`config.mk`:
```
export PLATFORM = sky130hd
export DESIGN_NAME = game_ctrl_flat
export DESIGN_NICKNAME = d
export VERILOG_FILES = /design/src/rtl/game_pkg.sv /design/src/rtl/game_ctrl_if.sv /design/src/rtl/game_ctrl_key_press_edge.sv /design/src/rtl/game_ctrl.sv /design/src/flat_wrapper.sv
export SDC_FILE = /design/constraint.sdc
export NUM_CORES = 1
export LEC_CHECK = 0
export BUFFER_PORTS_ARGS = -buffer_cell sky130_fd_sc_hd__buf_2
export CORE_MARGIN = 3
export CORE_UTILIZATION = 30
export DETAILED_ROUTE_END_ITERATION = 7
export GPL_ROUTABILITY_DRIVEN = 1
export PLACE_DENSITY_LB_ADDON = 0.08
export SLEW_MARGIN = 10
export SYNTH_ARGS = -nofsm -noshare
export SYNTH_HDL_FRONTEND = slang
export SYNTH_SLANG_ARGS = --single-unit
```
`constraint.sdc`:
```
create_clock -name clk -period 2.9 [get_ports clk]
set_clock_uncertainty 0.2 [all_clocks]
set_input_delay 0.145 -clock clk [delete_from_list [all_inputs] [get_ports clk]]
set_output_delay 0.145 -clock clk [all_outputs]
set_load 0.01 [all_outputs]
```
`src/rtl/game_pkg.sv`:
```
// Shared definitions for the typing-game sequencer and the count/score datapath:
// state encodings, keyboard scan codes and the round-length value tables.
package game_pkg;

    typedef enum logic [1:0] {
        SELECT    = 2'd0,
        COUNTDOWN = 2'd1,
        INGAME    = 2'd2,
        FINISH    = 2'd3
    } game_state_t;

    localparam logic [8:0] KEY_ENTER = 9'd90;
    localparam logic [8:0] KEY_ESC   = 9'd118;
    localparam logic [8:0] KEY_SPACE = 9'd41;
    localparam logic [8:0] KEY_M     = 9'd58;
    localparam logic [8:0] KEY_J     = 9'd59;
    localparam logic [8:0] KEY_K     = 9'd66;

    // One-hot menu actions; at most one bit is set in any cycle.
    typedef struct packed {
        logic enter;
        logic esc;
        logic space;
        logic m;
        logic j;
        logic k;
    } key_act_t;

    // Entry [0] is the rightmost element: TIME_TAB[sel] gives seconds, WORD_TAB[sel] gives words.
    localparam logic [3:0][6:0] TIME_TAB = {7'd120, 7'd60, 7'd30, 7'd15};
    localparam logic [3:0][6:0] WORD_TAB = {7'd100, 7'd50, 7'd25, 7'd10};

endpackage

```
`src/rtl/game_ctrl_if.sv`:
```
// Keyboard/datapath-facing signal bundle of the game sequencer.
// slave is the sequencer side; master is the side that drives keys and finish.
interface game_ctrl_if import game_pkg::*; ();

    logic         key_valid;
    logic [127:0] key_down;
    logic [8:0]   last_change;
    logic         finish;

    game_state_t  state;
    logic         mode;
    logic [6:0]   value;
    logic [1:0]   cd_sec;
    logic         start_pulse;

    modport master (
        output key_valid, key_down, last_change, finish,
        input  state, mode, value, cd_sec, start_pulse
    );

    modport slave (
        input  key_valid, key_down, last_change, finish,
        output state, mode, value, cd_sec, start_pulse
    );

endinterface

```
`src/rtl/game_ctrl_key_press_edge.sv`:
```
// Turns PS/2 decoder events into single-cycle menu actions; held keys and
// break codes never re-fire because the previous key level is remembered.
module key_press_edge import game_pkg::*; (
    input  logic         clk,
    input  logic         rst,
    input  logic         key_valid,
    input  logic [127:0] key_down,
    input  logic [8:0]   last_change,
    output key_act_t     act
);

    logic level;
    logic prev;
    logic press;

    // Scan codes beyond the 128-entry bitmap can never be reported as held.
    always_comb begin
        level = 1'b0;
        if (last_change[8:7] == 2'b00)
            level = key_down[last_change[6:0]];
    end

    always_ff @(posedge clk or posedge rst) begin
        if (rst)
            prev <= 1'b0;
        else
            prev <= level;
    end

    assign press = key_valid & level & ~prev;

    always_comb begin
        act       = '0;
        act.enter = press && (last_change == KEY_ENTER);
        act.esc   = press && (last_change == KEY_ESC);
        act.space = press && (last_change == KEY_SPACE);
        act.m     = press && (last_change == KEY_M);
        act.j     = press && (last_change == KEY_J);
        act.k     = press && (last_change == KEY_K);
    end

endmodule

```
`src/rtl/game_ctrl.sv`:
```
// Typing-game sequencer: menu selection, 3-2-1 countdown, round start/end,
// and the mode/value configuration consumed by the scoring datapath.
module game_ctrl import game_pkg::*; #(
    parameter int unsigned TICK_DIV = 10_000_000,
    parameter int unsigned CD_TICKS = 30
) (
    input logic        clk,
    input logic        rst,
    game_ctrl_if.slave bus
);

    localparam int unsigned TW = (TICK_DIV > 1) ? $clog2(TICK_DIV) : 1;
    localparam int unsigned CW = (CD_TICKS > 1) ? $clog2(CD_TICKS + 1) : 1;

    key_act_t    act;
    game_state_t state_q, state_d;
    logic        mode_q, mode_d;
    logic [1:0]  sel_q, sel_d;
    logic [6:0]  value_q;
    logic        start_q, start_d;
    logic        cd_clear;
    logic        tick;
    logic        cd_last;
    logic [TW-1:0] tick_cnt;
    logic [CW-1:0] cd_cnt;

    key_press_edge u_key (
        .clk         (clk),
        .rst         (rst),
        .key_valid   (bus.key_valid),
        .key_down    (bus.key_down),
        .last_change (bus.last_change),
        .act         (act)
    );

    assign tick    = (state_q == COUNTDOWN) && (tick_cnt == TW'(TICK_DIV - 1));
    assign cd_last = (cd_cnt == CW'(CD_TICKS - 1));

    // ESC is checked first in every in-round state so it overrides tick and finish.
    always_comb begin
        state_d  = state_q;
        mode_d   = mode_q;
        sel_d    = sel_q;
        start_d  = 1'b0;
        cd_clear = 1'b0;
        unique case (state_q)
            SELECT: begin
                if (act.m)
                    mode_d = ~mode_q;
                else if (act.k && (sel_q != 2'd3))
                    sel_d = sel_q + 2'd1;
                else if (act.j && (sel_q != 2'd0))
                    sel_d = sel_q - 2'd1;
                else if (act.enter) begin
                    state_d  = COUNTDOWN;
                    cd_clear = 1'b1;
                end
            end
            COUNTDOWN: begin
                if (act.esc)
                    state_d = SELECT;
                else if (tick && cd_last) begin
                    state_d = INGAME;
                    start_d = 1'b1;
                end
            end
            INGAME: begin
                if (act.esc)
                    state_d = SELECT;
                else if (bus.finish)
                    state_d = FINISH;
            end
            FINISH: begin
                if (act.esc || act.enter)
                    state_d = SELECT;
                else if (act.space) begin
                    state_d  = COUNTDOWN;
                    cd_clear = 1'b1;
                end
            end
            default: state_d = SELECT;
        endcase
    end

    always_ff @(posedge clk or posedge rst) begin
        if (rst) begin
            state_q <= SELECT;
            mode_q  <= 1'b0;
            sel_q   <= 2'd1;
            value_q <= TIME_TAB[1];
            start_q <= 1'b0;
        end else begin
            state_q <= state_d;
            mode_q  <= mode_d;
            sel_q   <= sel_d;
            value_q <= mode_q ? WORD_TAB[sel_q] : TIME_TAB[sel_q];
            start_q <= start_d;
        end
    end

    always_ff @(posedge clk or posedge rst) begin
        if (rst) begin
            tick_cnt <= '0;
            cd_cnt   <= '0;
        end else begin
            if ((state_q != COUNTDOWN) || tick)
                tick_cnt <= '0;
            else
                tick_cnt <= tick_cnt + TW'(1);

            if (cd_clear)
                cd_cnt <= '0;
            else if (tick)
                cd_cnt <= cd_cnt + CW'(1);
        end
    end

    assign bus.state       = state_q;
    assign bus.mode        = mode_q;
    assign bus.value       = value_q;
    assign bus.start_pulse = start_q;
    assign bus.cd_sec      = (state_q == COUNTDOWN) ? 2'(3 - int'(cd_cnt) / 10) : 2'd0;

endmodule

```
`src/flat_wrapper.sv`:
```
// flat-port wrapper written by rule: the top's interface ports become plain ports
module game_ctrl_flat import game_pkg::*;
#(
    parameter int unsigned TICK_DIV = 10_000_000,
    parameter int unsigned CD_TICKS = 30
)
  (clk, rst, bus_key_valid, bus_key_down, bus_last_change, bus_finish, bus_state, bus_mode, bus_value, bus_cd_sec, bus_start_pulse);
  game_ctrl_if bus_i ();
  input logic clk;
  input logic rst;
  input wire logic [$bits(bus_i.key_valid)-1:0] bus_key_valid;
  input wire logic [$bits(bus_i.key_down)-1:0] bus_key_down;
  input wire logic [$bits(bus_i.last_change)-1:0] bus_last_change;
  input wire logic [$bits(bus_i.finish)-1:0] bus_finish;
  output wire logic [$bits(bus_i.state)-1:0] bus_state;
  output wire logic [$bits(bus_i.mode)-1:0] bus_mode;
  output wire logic [$bits(bus_i.value)-1:0] bus_value;
  output wire logic [$bits(bus_i.cd_sec)-1:0] bus_cd_sec;
  output wire logic [$bits(bus_i.start_pulse)-1:0] bus_start_pulse;
  assign bus_i.key_valid = bus_key_valid;
  assign bus_i.key_down = bus_key_down;
  assign bus_i.last_change = bus_last_change;
  assign bus_i.finish = bus_finish;
  assign bus_state = bus_i.state;
  assign bus_mode = bus_i.mode;
  assign bus_value = bus_i.value;
  assign bus_cd_sec = bus_i.cd_sec;
  assign bus_start_pulse = bus_i.start_pulse;
  game_ctrl #(.TICK_DIV(TICK_DIV), .CD_TICKS(CD_TICKS)) u_core (.clk(clk), .rst(rst), .bus(bus_i));
endmodule
```
; Word-level counts from Yosys, hierarchy flattened
; Index checks and enable logic that the tools add are counted.
[totals]
reg_bits = 43
input_bits = 141
output_inout_bits = 13
word_cells = 96
[classes]
n_addsub = 5
div = 1
magnitude_cmp = 2
n_eq_ne = 20
muxes = 35
n_bitwise = 5
n_reduce_logical = 20
[ops]
columns = cell, n
row1 = $div A6 B5 Y32 const B, 1
row2 = $bmux W7 S2, 2
row3 = $eq A9 B6 Y1 const B, 3
row4 = $eq A9 B7 Y1 const B, 3
row5 = $mux W2, 13
row6 = $add A24 B1 Y24 const B, 1
row7 = $eq A24 B24 Y1 const B, 1
row8 = $mux W24, 1
row9 = $mux W7, 3
row10 = $mux W1, 11
row11 = $logic_and A1 B1 Y1, 10
row12 = $mux W5, 2
row13 = $lt A7 B8 Y1 const B, 1
row14 = $ne A2 B2 Y1 const B, 4
row15 = $pmux W2 S4, 1
row16 = $bmux W1 S7, 1
row17 = $reduce_and A7 Y1, 1
row18 = $ne A3 B2 Y1 const B, 2
row19 = $reduce_bool A2 Y1, 3
row20 = $add A5 B1 Y5 const B, 1
row21 = $eq A5 B5 Y1 const B, 1
row22 = $eq A2 B2 Y1 const B, 2
row23 = $logic_not A2 Y1, 2
row24 = $ne A2 B1 Y1 const B, 2
row25 = other kinds (12), 16

; Longest topological paths before layout
[depth]
depth_word = 12
mapped_depth = 11
ltp_nobuf = 9

; By module
; A second synthesis with hierarchy kept.
[unflattened]
hier_cells = 361
area_unflattened_um2 = 3617.2
[by_module_without_submodules]
columns = module, n_inst, cells_each, area_each_um2, seq_area_each_um2
row1 = game_ctrl, 1, 232, 2262.2, 1057.3
row2 = key_press_edge, 1, 129, 1355.0, 25.0

; Least setup slack after synthesis
; OpenSTA, ideal clock, no wires.
[synth_timing]
path_kind = reg2reg
from = register u_core.tick_cnt[0]
to = register u_core.state_q[1], in the netlist u_core.bus.state[1]
setup_ns = 0.125
arrival_ns = 2.381
required_ns = 2.575
setup_slack_ns = 0.194
path_stages_with_launch = 10
path_buffers = 0
cell_sequence = dfrtp_1 > ha_1 > nand4_1 > or3_1 > nor3_1 > nand4_1 > a221oi_1 > o21ai_2 > a22oi_2 > mux2_4
[synth_between]
elab_chain_cells = 5
[synth_lines]
columns = item, line_no
row1 = start: declaration, game_ctrl.sv:24  ; logic [TW-1:0] tick_cnt;
row2 = start signal: assignment, game_ctrl.sv:109  ; tick_cnt <= tick_cnt + TW'(1);
row3 = $eq A24 B24 Y1, game_ctrl.sv:36  ; assign tick = (state_q == COUNTDOWN) && (tick_cnt == TW'(TICK_DIV - 1));
row4 = $logic_and A1 B1 Y1, game_ctrl.sv:36
row5 = $logic_and A1 B1 Y1, game_ctrl.sv:62  ; else if (tick && cd_last) begin
row6 = $ne A3 B2 Y1 (no source line), --
row7 = $reduce_and A7 Y1 (no source line), --
row8 = end signal: assignment, game_ctrl.sv:93  ; state_q <= state_d;
row9 = end: declaration, game_ctrl.sv:16  ; game_state_t state_q, state_d;
; Every way passes these cells.
; A chain may end at the register's enable or synchronous reset.

; Worst setup path in the final report
; Same ends and word-level chain as after synthesis.

==> impl_metrics.toml <==
[outcome]
outcome = "completed"

[final_layout]
multiInputGateArea_mm2 = 0.00241
antenna_cells = 0
layout.cells.non_filler = 641
area_growth_pct = 30.7
num-fill-cells = 1159
stdcell_area_mm2 = 0.00479
seq_area_mm2 = 0.00108
post-route-util_pct = 41.0
drive_gt1_share_pct = 41.8
num-nets-final = 657

[critical_path]
r2r-start = "u_core.tick_cnt[0]"
cp-end-kind = "register"
critPathBufInv = 0
worstPathRequired_ns = 2.86
crit_top_cell = "nand4_1"
rr_endpoint = "u_core.bus.state[1]"
worst-path-stages = 9
worstPathCellList = "ha_1 > nand4_1 > or3_1 > nor3_2 > nand4_1 > a221oi_2 > o21ai_2 > a22oi_2 > mux2_4"
max_stage_delay_ns = 0.42
cp_top_family = "simple AND/OR/NAND/NOR gates"
critical_path_class = "register to register"
startpoint_type = "register"
critical_path.endpoint = "u_core.bus.state[1]"
timing.critical_path.from = "u_core.tick_cnt[0]"
cp_max_fo = 6
r2r_cells = 9
r2r_setup_slack_ns = 0.19
worst_ep_arrival_time_ns = 2.67
cp_slowest_cell = "dfrtp_2"

[yosys]
synth_cell_type_count = 61
yosysWarningCount = 0
syn_area_per_cell_um2 = 10.8
synth-main-ff-cell = "dfrtp_1"
async_reset_ff_share_pct = 100
yosysSeqAreaShare_pct = 29.6
netlist.area_leader.share_pct = 26.0
ys_ff_latch = 43
yosys.cell_count.top_type = "nor2_1"
synth_edf_count = 0
synth_common_cells = "nor2_1, dfrtp_1, nand2_1, ha_1, mux4_1"
synth_area_leaders = "dfrtp_1, mux4_1, mux4_2, ha_1, nor2_1"
postSynthCellCount = 340
synth_top_cell_by_area = "dfrtp_1"
synthesis.nets = 500
syn_area_mm2 = 0.00366

[global_route]
grt.overflow.total = 0
grt_pass1_vias = 3415
grt_max_degree = 44
grt_pass1_wl_um = 16200
grt_antenna_before_repair = 0
grt_usage_pct = 14.9

[pwr]
pwr-share-seq_pct = 34.8
p_int_mw = 1.35
power_frac_clock_pct = 32.5
sw_frac_of_total_pct = 30.2
total_power_mw = 1.94
combPwrFrac_pct = 32.6
p_switching_mw = 0.584
cellPowerDensity_mw_per_mm2 = 404
vdd_drop_max_mv = 0.247
leakage_nw = 2.21

[sta]
setup_tns_ns = 0
worst_pin_slew_ns = 0.547
finalMaxSlewViolations = 0
max_freq_ghz = 0.369
rsz0062_at_grt = "false"
relSlewSlack_pct = 63.5
hold_viol_final = 0
layout_min_cycle_time_ns = 2.71
setup_viol = 0
finalCritPeriodShare_pct = 93.4

[clocking]
clk_pin_slew_ns = 0.06
clock_latency_ns = 0.28
cts_root_buf = "clkbuf_16"
htree_levels = 2
clkSinkCount = 43
clk_path_buf_depth = 2
numCtsBuffers = 5
cts_tree = "yes"

[placement]
dpl-instance-area_mm2 = 0.00458
io_buffers = 153
gp_congestion = 0.849
dp.cells = 631
post-dp-hpwl_um = 8290

[detailed_routing]
vias_per_cell = 5.03
drtIter0Drc = 143
wl_per_cell_um = 15.6
num_vias = 3223
finalWirelength_um = 9980
antenna_left = 0
drc = 0
firstDrtPassIters = 4

[floorplanning]
ios = 154
initial_utilization_pct = 31.4
fp-row-count = 39
die_area_mm2 = 0.0136
core_mm2 = 0.0117
die_h_um = 116
die_x_um = 116

[min_path]
hold_path_class = "input port to register"

[flow_run]
max-cap-violations = 0
-- worst min path at each step --
stage | startpoint | endpoint | slack [ns] | cells after the start
2_1_floorplan | bus_last_change[5] | u_core.u_key.prev | 0.14 | 2
3_3_place_gp | rst | u_core.bus.value[5] | 0.13 | 3
3_5_place_dp | rst | u_core.bus.value[6] | 0.12 | 3
4_1_cts | bus_last_change[8] | u_core.u_key.prev | 0.02 | 3
5_1_grt | bus_last_change[8] | u_core.u_key.prev | 0.02 | 3
6_report | bus_last_change[8] | u_core.u_key.prev | 0.008 | 3
-- placed cells by master (no fill, tap or decap), drive strengths merged, types with 2 or more instances in the layout --
cell type  instances
a21oi             10
ha                19
and2               4
mux2               4
nand2b             2
nand3             18
buf              164
o211ai             2
xnor2             13
clkbuf             5
and3               2
nor4b              4
or3                5
a21boi             2
dfstp              5
xor2              12
a22oi              2
nand3b             2
dfrtp             38
clkinv             3
mux4              32
o21ai              7
nand2             29
mux2i             12
nor3              12
nor4               2
nor4bb             2
a31oi              2
nand4              5
a221oi             3
nor2b              3
and4               3
nor2              39
inv               15
-- metal layers --
layer / vias up / track usage, % / part of all wire (%)
met5: - / 0 / 0
met3: 8 / 2.69 / 4.7
met2: 111 / 27.5 / 54
li1: 1587 / - / -
met4: 0 / 3.79 / 1.4
met1: 1517 / 17.9 / 40
-- final cells by class --
type	instances	area share, %
clock inverter	3	0.915
sequential	43	22.6
clock buffer	5	2.61
inverter	16	1.25
timing repair buffer	165	18.5
tap	143	3.74
multi-input combinational	266	50.4
-- through the flow --
| stage | hold slack, ns | worst slack, ns |
|---|---|---|
| after floorplan | 0.142 | 0.194 |
| after global placement | 0.125 | -0.0297 |
| after detailed placement | 0.120 | -0.0573 |
| after CTS | 0.0157 | 0.0445 |
| after global routing | 0.0207 | 0.0281 |
| final | 0.00810 | 0.192 |
-- power by group through the flow --
stage	clock (mW)	sequential [mW]	combinational (mW)
2_1_floorplan	0	0.681	0.413
3_3_place_gp	0	0.688	0.632
3_5_place_dp	0	0.688	0.632
4_1_cts	0.647	0.677	0.638
5_1_grt	0.681	0.681	0.703
6_report	0.630	0.674	0.632
-- sequential cells by signal, indices dropped and copies added (netlist names) --
name	flops
u_core.bus.start_pulse	1
u_core.u_key.prev	1
u_core.bus.mode	1
u_core.tick_cnt	24
u_core.bus.value	7
u_core.cd_cnt	5
u_core.sel_q	2
u_core.bus.state	2
-- kinds of logic after synthesis --
logic type      count (synthesis)  share of synthesized area, %
simple gates                  136                          19.0
mux                            48                          26.2
flops                          43                          29.6
compound gates                 38                          7.48
buf+inv                        31                          5.23
xor+xnor                       25                          5.98
fa+ha+maj                      19                          6.49
-- timing repair --
action | in CTS | in global routing
hold endpoints to repair | 38 | 0
resized for setup | 2 | 3
pin swaps | 0 | 2
hold buffers | 1 | 0
setup buffers | 0 | 1
setup endpoints to repair | 1 | 1
-- worst min-delay path: stages --
cell	delay, ns
buf_2	0.07
or2_2	0.14
a221oi_2	0.07
No activity file was read; power rests on OpenSTA's default activity.
